## src/rtl/fifo_pkg.sv

```systemverilog
// Shared FIFO2 constants and types: default geometry and almost-full level
// used by the datapath blocks and their sequencer.
package fifo_pkg;

  localparam int FIFO_DEPTH    = 8;
  localparam int FIFO_ADDR_W   = 3;
  localparam int FIFO_AF_LEVEL = 6;
  localparam int FIFO_CNT_W    = FIFO_ADDR_W + 1;

  typedef logic [FIFO_ADDR_W-1:0] ptr_t;
  typedef logic [FIFO_CNT_W-1:0]  count_t;

endpackage

```

## src/rtl/fifo_ctrl_if.sv

```systemverilog
// Request/status bundle between the producer/consumer side (master) and the
// FIFO2 sequencer (slave). Clock and reset stay outside as plain ports.
interface fifo_ctrl_if
  import fifo_pkg::*;
#(
  parameter int DEPTH  = FIFO_DEPTH,
  parameter int ADDR_W = FIFO_ADDR_W
);

  logic              wr_req;
  logic              rd_req;
  logic              err_clr;
  logic [DEPTH-1:0]  wr_en;
  logic [ADDR_W-1:0] waddr;
  logic [ADDR_W-1:0] raddr;
  logic [ADDR_W:0]   count;
  logic              full;
  logic              empty;
  logic              almost_full;
  logic              wr_ack;
  logic              rd_ack;
  logic              ovf;
  logic              udf;

  modport master (
    output wr_req, rd_req, err_clr,
    input  wr_en, waddr, raddr, count, full, empty, almost_full,
           wr_ack, rd_ack, ovf, udf
  );

  modport slave (
    input  wr_req, rd_req, err_clr,
    output wr_en, waddr, raddr, count, full, empty, almost_full,
           wr_ack, rd_ack, ovf, udf
  );

endinterface

```

## src/rtl/fifo_wr_decode.sv

```systemverilog
// Write-pointer to one-hot word-enable decoder for the edge_dff storage array.
// Output is all-zero unless enabled, so at most one word is written per edge.
module fifo_wr_decode
  import fifo_pkg::*;
#(
  parameter int DEPTH  = FIFO_DEPTH,
  parameter int ADDR_W = FIFO_ADDR_W
) (
  input  logic              en,
  input  logic [ADDR_W-1:0] addr,
  output logic [DEPTH-1:0]  onehot
);

  // Select the single word addressed by the write pointer.
  always_comb begin
    // NOTE: default every bit first so no path through the block leaves the
    // output unassigned, which would infer a latch.
    onehot       = '0;
    onehot[addr] = en;
  end

endmodule

```

## src/rtl/fifo_ctrl.sv

```systemverilog
// FIFO2 control sequencer: write/read pointers, occupancy count, status flags
// and sticky error flags. Data never passes through here; the storage array
// takes wr_en/waddr and reads through the mux addressed by raddr.
module fifo_ctrl
  import fifo_pkg::*;
#(
  parameter int DEPTH    = FIFO_DEPTH,
  parameter int ADDR_W   = FIFO_ADDR_W,
  parameter int AF_LEVEL = FIFO_AF_LEVEL
) (
  input  logic      clk,
  input  logic      clear_n,
  fifo_ctrl_if.slave bus
);

  localparam int                CNT_W    = ADDR_W + 1;
  localparam logic [CNT_W-1:0]  CNT_FULL = CNT_W'(DEPTH);
  localparam logic [CNT_W-1:0]  CNT_AF   = CNT_W'(AF_LEVEL);

  logic [ADDR_W-1:0] waddr_q;
  logic [ADDR_W-1:0] raddr_q;
  logic [CNT_W-1:0]  count_q;
  logic              ovf_q;
  logic              udf_q;

  logic              full;
  logic              empty;
  logic              wr_ack;
  logic              rd_ack;
  logic [DEPTH-1:0]  wr_en;

  // Flags decode the registered count, so they move one cycle after the
  // accepting edge.
  assign full  = (count_q == CNT_FULL);
  assign empty = (count_q == '0);

  // Accepts use this cycle's registered flags. The write accept is also
  // gated by clear_n so no word enable can fire while reset is held.
  assign wr_ack = bus.wr_req & ~full & clear_n;
  assign rd_ack = bus.rd_req & ~empty;

  fifo_wr_decode #(
    .DEPTH  (DEPTH),
    .ADDR_W (ADDR_W)
  ) u_wr_decode (
    .en     (wr_ack),
    .addr   (waddr_q),
    .onehot (wr_en)
  );

  // Pointer and occupancy registers; pointers wrap naturally at DEPTH.
  always_ff @(posedge clk or negedge clear_n) begin
    // NOTE: only control state is reset here; the storage words themselves
    // are abandoned on reset and simply overwritten by later writes.
    if (!clear_n) begin
      waddr_q <= '0;
      raddr_q <= '0;
      count_q <= '0;
    end else begin
      // NOTE: non-blocking assignments keep every register sampling the
      // pre-edge values, so the order of these statements does not matter.
      if (wr_ack) waddr_q <= waddr_q + ADDR_W'(1);
      if (rd_ack) raddr_q <= raddr_q + ADDR_W'(1);
      if (wr_ack && !rd_ack)      count_q <= count_q + CNT_W'(1);
      else if (rd_ack && !wr_ack) count_q <= count_q - CNT_W'(1);
    end
  end

  // Sticky error flags; a set in the same cycle as err_clr takes priority.
  always_ff @(posedge clk or negedge clear_n) begin
    if (!clear_n) begin
      ovf_q <= 1'b0;
      udf_q <= 1'b0;
    end else begin
      if (bus.wr_req && full)  ovf_q <= 1'b1;
      else if (bus.err_clr)    ovf_q <= 1'b0;
      if (bus.rd_req && empty) udf_q <= 1'b1;
      else if (bus.err_clr)    udf_q <= 1'b0;
    end
  end

  assign bus.wr_en       = wr_en;
  assign bus.waddr       = waddr_q;
  assign bus.raddr       = raddr_q;
  assign bus.count       = count_q;
  assign bus.full        = full;
  assign bus.empty       = empty;
  assign bus.almost_full = (count_q >= CNT_AF);
  assign bus.wr_ack      = wr_ack;
  assign bus.rd_ack      = rd_ack;
  assign bus.ovf         = ovf_q;
  assign bus.udf         = udf_q;

endmodule

```

## src/flat_wrapper.sv

```systemverilog
// flat-port wrapper written by rule: the top's interface ports become plain ports
module fifo_ctrl_flat import fifo_pkg::*;
#(
  parameter int DEPTH    = FIFO_DEPTH,
  parameter int ADDR_W   = FIFO_ADDR_W,
  parameter int AF_LEVEL = FIFO_AF_LEVEL
)
  (clk, clear_n, bus_wr_req, bus_rd_req, bus_err_clr, bus_wr_en, bus_waddr, bus_raddr, bus_count, bus_full, bus_empty, bus_almost_full, bus_wr_ack, bus_rd_ack, bus_ovf, bus_udf);
  fifo_ctrl_if #(.DEPTH(DEPTH), .ADDR_W(ADDR_W)) bus_i ();
  input  logic clk;
  input  logic clear_n;
  input wire logic [$bits(bus_i.wr_req)-1:0] bus_wr_req;
  input wire logic [$bits(bus_i.rd_req)-1:0] bus_rd_req;
  input wire logic [$bits(bus_i.err_clr)-1:0] bus_err_clr;
  output wire logic [$bits(bus_i.wr_en)-1:0] bus_wr_en;
  output wire logic [$bits(bus_i.waddr)-1:0] bus_waddr;
  output wire logic [$bits(bus_i.raddr)-1:0] bus_raddr;
  output wire logic [$bits(bus_i.count)-1:0] bus_count;
  output wire logic [$bits(bus_i.full)-1:0] bus_full;
  output wire logic [$bits(bus_i.empty)-1:0] bus_empty;
  output wire logic [$bits(bus_i.almost_full)-1:0] bus_almost_full;
  output wire logic [$bits(bus_i.wr_ack)-1:0] bus_wr_ack;
  output wire logic [$bits(bus_i.rd_ack)-1:0] bus_rd_ack;
  output wire logic [$bits(bus_i.ovf)-1:0] bus_ovf;
  output wire logic [$bits(bus_i.udf)-1:0] bus_udf;
  assign bus_i.wr_req = bus_wr_req;
  assign bus_i.rd_req = bus_rd_req;
  assign bus_i.err_clr = bus_err_clr;
  assign bus_wr_en = bus_i.wr_en;
  assign bus_waddr = bus_i.waddr;
  assign bus_raddr = bus_i.raddr;
  assign bus_count = bus_i.count;
  assign bus_full = bus_i.full;
  assign bus_empty = bus_i.empty;
  assign bus_almost_full = bus_i.almost_full;
  assign bus_wr_ack = bus_i.wr_ack;
  assign bus_rd_ack = bus_i.rd_ack;
  assign bus_ovf = bus_i.ovf;
  assign bus_udf = bus_i.udf;
  fifo_ctrl #(.DEPTH(DEPTH), .ADDR_W(ADDR_W), .AF_LEVEL(AF_LEVEL)) u_core (.clk(clk), .clear_n(clear_n), .bus(bus_i));
endmodule
```

## config.mk

```make
export PLATFORM = sky130hd
export DESIGN_NAME = fifo_ctrl_flat
export DESIGN_NICKNAME = d
export VERILOG_FILES = /design/src/rtl/fifo_pkg.sv /design/src/rtl/fifo_ctrl_if.sv /design/src/rtl/fifo_wr_decode.sv /design/src/rtl/fifo_ctrl.sv /design/src/flat_wrapper.sv
export SDC_FILE = /design/constraint.sdc
export NUM_CORES = 1
export LEC_CHECK = 0
export ABC_CLOCK_PERIOD_IN_PS = 2900
export CAP_MARGIN = 30
export CORE_MARGIN = 1.5
export CORE_UTILIZATION = 40
export CTS_BUF_LIST = sky130_fd_sc_hd__clkbuf_4 sky130_fd_sc_hd__clkbuf_8
export CTS_CLUSTER_DIAMETER = 100
export DETAILED_ROUTE_END_ITERATION = 10
export PLACE_DENSITY = 0.72
export SLEW_MARGIN = 0
export SYNTH_ARGS = -nofsm -noshare
export SYNTH_HDL_FRONTEND = slang
export SYNTH_HIERARCHICAL = 1
export SYNTH_SLANG_ARGS = --single-unit
```

## constraint.sdc

```tcl
create_clock -name clk -period 2.9 [get_ports clk]
set_input_delay 0.29 -clock clk [delete_from_list [all_inputs] [get_ports clk]]
set_output_delay 0.29 -clock clk [all_outputs]
set_load 0.1 [all_outputs]
```

Word-level counts from Yosys, hierarchy flattened
Index checks and enable logic that the tools add are counted.
Word-level totals
  register bits after elaboration: 12
  output and inout port bits: 25
  input bits: 5
  logic and storage cells: 37
Cells by class
  bitwise logic cells: 6
  reduce and logical (&&, ||, !) cells: 11
  eq/ne operators: 1
  $lt $le $gt $ge: 3
  $add $sub $neg: 4
  multiplexer cells: 7
Operator list (number)
  8-bit bitwise AND: 1
  4-bit 2-to-1 mux: 2
  3-bit by 1-bit adder with 3-bit output (second input constant): 2
  2-bit nonzero test: 3
  1-bit logical AND: 5
  4-bit by 1-bit adder with 4-bit output (second input constant): 1
  4-bit == test (second input constant): 1
  4-bit by 3-bit >= comparator with 1-bit output (second input constant): 1
  4-bit logical NOT: 1
  3-bit by 4-bit less-than comparator with 1-bit output (second input constant): 1
  1-bit 2-to-1 mux: 4
  4-bit by 1-bit subtractor with 4-bit output (second input constant): 1
  1-bit bitwise AND: 3
  1-bit demux with 3-bit select: 1
  3-bit by 1-bit >= comparator with 1-bit output (second input constant): 1
  1-bit logical NOT: 2
  1-bit NOT: 2

Longest topological paths before layout
  depth in word-level cells: 8
  mapped depth: 8
  depth with buffers taken out: 8

Hierarchy
Netlist, hierarchy kept.
Modules (own cells, without submodules)
  fifo_ctrl: area each 694.4 µm², seq. area each 300.3 µm², cells each 59, instances 1
  fifo_wr_decode: area each 95.1 µm², seq. area each 0.0 µm², cells each 8, instances 1

Worst setup path after synthesis
No wires, ideal clock.
  kind: reg-to-output
  from: register u_core.count_q[0] (netlist: u_core/bus.count[0])
  to: output bus_wr_en[0]
  data arrival time: 4.432 ns
  slack: -1.822 ns
  required time: 2.610 ns
  cell stages (with the launch flop): 4
  path buffers: 0
  path through: dfrtp_1 nor4b_4 nor2_2 nor4b_2
On the way
  cells in the longest elaborated chain, start to end: 5
Ends and longest elaborated chain
  from (decl): line fifo_ctrl.sv:22  | logic [CNT_W-1:0] count_q;
  from (signal assigned): line fifo_ctrl.sv:64  | if (wr_ack && !rd_ack) count_q <= count_q + CNT_W'(1);
  from (signal assigned): line fifo_ctrl.sv:65  | else if (rd_ack && !wr_ack) count_q <= count_q - CNT_W'(1);
  4-bit == test: line fifo_ctrl.sv:34  | assign full = (count_q == CNT_FULL);
  net bus_full: line flat_wrapper.sv:19  | output wire logic [$bits(bus_i.full)-1:0] bus_full;
  1-bit NOT: line fifo_ctrl.sv:39  | assign wr_ack = bus.wr_req & ~full & clear_n;
  1-bit bitwise AND (2 in series): line fifo_ctrl.sv:39
  net bus_wr_ack: line flat_wrapper.sv:22  | output wire logic [$bits(bus_i.wr_ack)-1:0] bus_wr_ack;
  8-bit bitwise AND (no line)
  to (decl): line flat_wrapper.sv:15  | output wire logic [$bits(bus_i.wr_en)-1:0] bus_wr_en;
The timed path passes the listed nets, and every way through them passes these cells.

Worst setup path in the final report
  from: register u_core.count_q[1] (netlist: u_core/bus.count[1])
  to: register u_core.count_q[3] (netlist: u_core/bus.count[3])
On the way
  cells in the longest elaborated chain, start to end: 7
  elaborated cells between the ends (all ways): 16
  classes of those cells: add/sub: 2; eq/ne: 1; mux: 2; bitwise: 5; reduce/logical: 6
Ends and longest elaborated chain (line)
  4-bit == test: fifo_ctrl.sv:34
  1-bit NOT: fifo_ctrl.sv:39
  1-bit bitwise AND (2 in series): fifo_ctrl.sv:39
  1-bit logical NOT: fifo_ctrl.sv:65
  1-bit logical AND: fifo_ctrl.sv:65
  2-bit nonzero test (no line)
Parallel ways exist; a longest one is shown, timed or not. The select of a mux whose other input is x is not followed.
A chain may end at the register's enable or synchronous reset.

==> summary.txt <==
core box area - 1780 µm²
yosys synthesis warning count - 6
synthesized instance count - 67
wire length of the first global-routing pass - 2830 µm
ratio of final minimum period to clock period - 81.9%
post-layout minimum cycle time - 2.37 ns
Critical Path Fanout Max - 7
beginning of the critical path - u_core/bus.count[1]
total congestion overflow after global routing - 0
Most Used Layer, Global Route - met2
final weighted congestion of routability-driven global placement - 0.745
count of endpoints failing hold in the final timing report - 0
CTS clock-pin slew for the worst setup and hold paths - 0.07 ns
initial detailed-routing violation count - 13
Post-Route Skew - 0.000361 ns
maximum capacitance violations - 0
commonest register cell after synthesis - sky130_fd_sc_hd__dfrtp_1
number of antenna violations at the first check in global routing - 0
TritonCTS sink count - 12
synthesized cell area - 790 µm²
I/O pins - 30
root buf cell - sky130_fd_sc_hd__clkbuf_4
starting density of the core - 44.3%
HPWL after detailed placement - 1380 µm
most common cell after layout, fill and taps aside - sky130_fd_sc_hd__buf_4
slowest stage cell on the critical path - sky130_fd_sc_hd__dfrtp_4
fraction of layout instances using a drive strength above 1 - 50.5%
dominant delay contributor by cell family on the critical path - simple AND/OR/NAND/NOR gates
area share of the leading cell type in the synthesized netlist - 38.0%
DIE AREA - 2250 µm²
number of H-tree levels - 1
Worst slew margin - 75.7%
remaining number of nets flagged by the antenna check after routing - 0
post-synthesis async set-or-reset flop share - 100%
number of optimization iterations in the first detailed-route pass - 4
kind of start point of the critical path - flop
met2 demand-to-capacity share in global routing - 27.0%
outcome - completed
total setup violations reported at the end of the flow - 0
library cell with the largest summed area after synthesis - sky130_fd_sc_hd__dfrtp_1
area growth from synthesis to final layout - 59.4%
Area contributors post-synth - sky130_fd_sc_hd__dfrtp_1, sky130_fd_sc_hd__ha_1, sky130_fd_sc_hd__xnor2_1, sky130_fd_sc_hd__xor2_1, sky130_fd_sc_hd__and4bb_1
min-delay worst type - primary input to async pin
number of distinct library cell variants in the gate-level netlist after synthesis - 34
commonest cells after routing, fill and taps aside - sky130_fd_sc_hd__buf_4, sky130_fd_sc_hd__buf_12, sky130_fd_sc_hd__dfrtp_1
Port Buffers - 29
site row count - 15
fraction of met1 tracks used by global routing - 26.8%
Layout Nets - 113
vias per cell - 5.21
n_diodes - 0
net count of the mapped netlist - 78
worst reg2reg startpoint - u_core/bus.count[1]
kind of critical path - flop to flop
pin count of the biggest net entering global routing - 13
max-slew violation count - 0
final-layout fill cell count - 136
number of global-route vias before repair - 576
CTS resizes - 0
register area share after synthesis - 38.0%
Worst setup EP type - flop
list of cells traversed by the critical path - nor4_4, nand2b_4, ha_4, inv_4, ha_4, or4_1, o211ai_1, o211ai_1
number of buffers between clock root and the deepest sink - 2
post-synthesis sequential element count - 12
Worst-Skew Late Latency - 0.26 ns
via total after detailed routing - 656
GRT met3 Usage - 3.40%
Required @ worst endpoint - 3.04 ns
number of DRC violations after detailed routing - 0
CTS Hold Buffers Added - 0
number of buffers added by the clock tree synthesis step - 3
Final Util - 70.6%
maximum achievable frequency - 421 MHz
vertical extent of the die - 47.4 µm
die width - 47.4 µm
Post-Route WL - 1740 µm
Buf+Inv Stages, Crit Path - 1
number of buffers inserted by post-CTS setup repair - 0
largest stage delay on the critical path - 0.54 ns
synthesized area divided by synthesized cell count - 11.8 µm²
Routed wire per std cell - 13.8 µm
Post-synth EDFFs - 0
arrival time worst endpoint - 2.52 ns
clock tree from TritonCTS - yes
setup repair after global routing missed its margin - false
Worst-Margin Slew - 0.364 ns
global router's overall resource usage - 18.4%
==> layer usage <==
layer	vias up	routed length [µm]
met1	317	847
met2	18	817
met3	0	74
met4	0	0
li1	321	-
met5	-	0
==> area by class of cell <==
type / count / area [µm²] / share of cell area (%)
multi-input cells: 50 / 503 / 40.0
flip-flops and latches: 12 / 313 / 24.9
well taps: 25 / 31.3 / 2.49
repair buffers: 31 / 355 / 28.2
clock buffers: 4 / 36.3 / 2.88
inverters: 4 / 20.0 / 1.59
==> path summary, 6_finish.rpt <==
path / to / depth (start not counted) / slack [ns]
setup / recovery: u_core/bus.count[3] / 8 / 0.53
hold / removal: u_core/bus.udf / 2 / 0.36
setup reg to reg: u_core/bus.count[3] / 8 / 0.53
hold reg to reg: u_core/bus.raddr[2] / 1 / 0.47
max in group asynchronous: u_core/bus.count[3] / 2 / 2.37
min in group clk: u_core/bus.raddr[2] / 1 / 0.47
==> cells in the mapped netlist, types with 2 or more instances <==
cell type / count
sky130_fd_sc_hd__dfrtp_1: 12
sky130_fd_sc_hd__nand2_1: 6
sky130_fd_sc_hd__ha_1: 5
sky130_fd_sc_hd__inv_1: 3
sky130_fd_sc_hd__o21ai_0: 3
sky130_fd_sc_hd__xnor2_1: 3
sky130_fd_sc_hd__xor2_1: 3
sky130_fd_sc_hd__a21oi_1: 2
sky130_fd_sc_hd__and4b_2: 2
sky130_fd_sc_hd__and4bb_1: 2
sky130_fd_sc_hd__nand3_1: 2
sky130_fd_sc_hd__o211ai_1: 2
==> per-stage QoR <==
| step | setup WS, ns | hold WS, ns | instance area [µm²] | TNS [ns] | std cells |
|---|---|---|---|---|---|
| 2_1_floorplan | -1.06 | -0.00559 | 841 | -8.06 | 67 |
| 6_report | 0.526 | 0.357 | 1260 | 0 | 126 |
| 3_5_place_dp | 0.523 | 0.463 | 1220 | 0 | 122 |
| 4_1_cts | 0.522 | 0.355 | 1260 | 0 | 126 |
| 3_3_place_gp | 0.576 | 0.462 | 1220 | 0 | 122 |
| 5_1_grt | 0.408 | 0.361 | 1260 | 0 | 126 |
==> sequential cells by signal, indices dropped and copies added, names as in the netlist <==
signal	flops
u_core/bus.waddr	3
u_core/bus.ovf	1
u_core/bus.udf	1
u_core/bus.raddr	3
u_core/bus.count	4
==> logic make-up after synthesis <==
logic type / Yosys count / synth area share, %
AND/OR/NAND/NOR: 25 / 28.7
flip-flops: 12 / 38.0
AO/OA/AOI/OAI: 9 / 7.45
XOR/XNOR: 6 / 6.66
adder cells (fa/ha/maj): 6 / 10.5
buffers and inverters: 5 / 2.69
multiplexers: 4 / 6.02
==> worst register-to-register path, delay by kind of cell (launching register included) <==
family | cells | cell delay (ns)
flip-flops | 1 | 0.54
buffers and inverters | 1 | 0.06
AO/OA/AOI/OAI | 2 | 0.22
AND/OR/NAND/NOR | 3 | 1.00
adder cells (fa/ha/maj) | 2 | 0.43
Power is not shown: default switching activity piles up to over one toggle a cycle in this logic, so the estimate is an artifact.
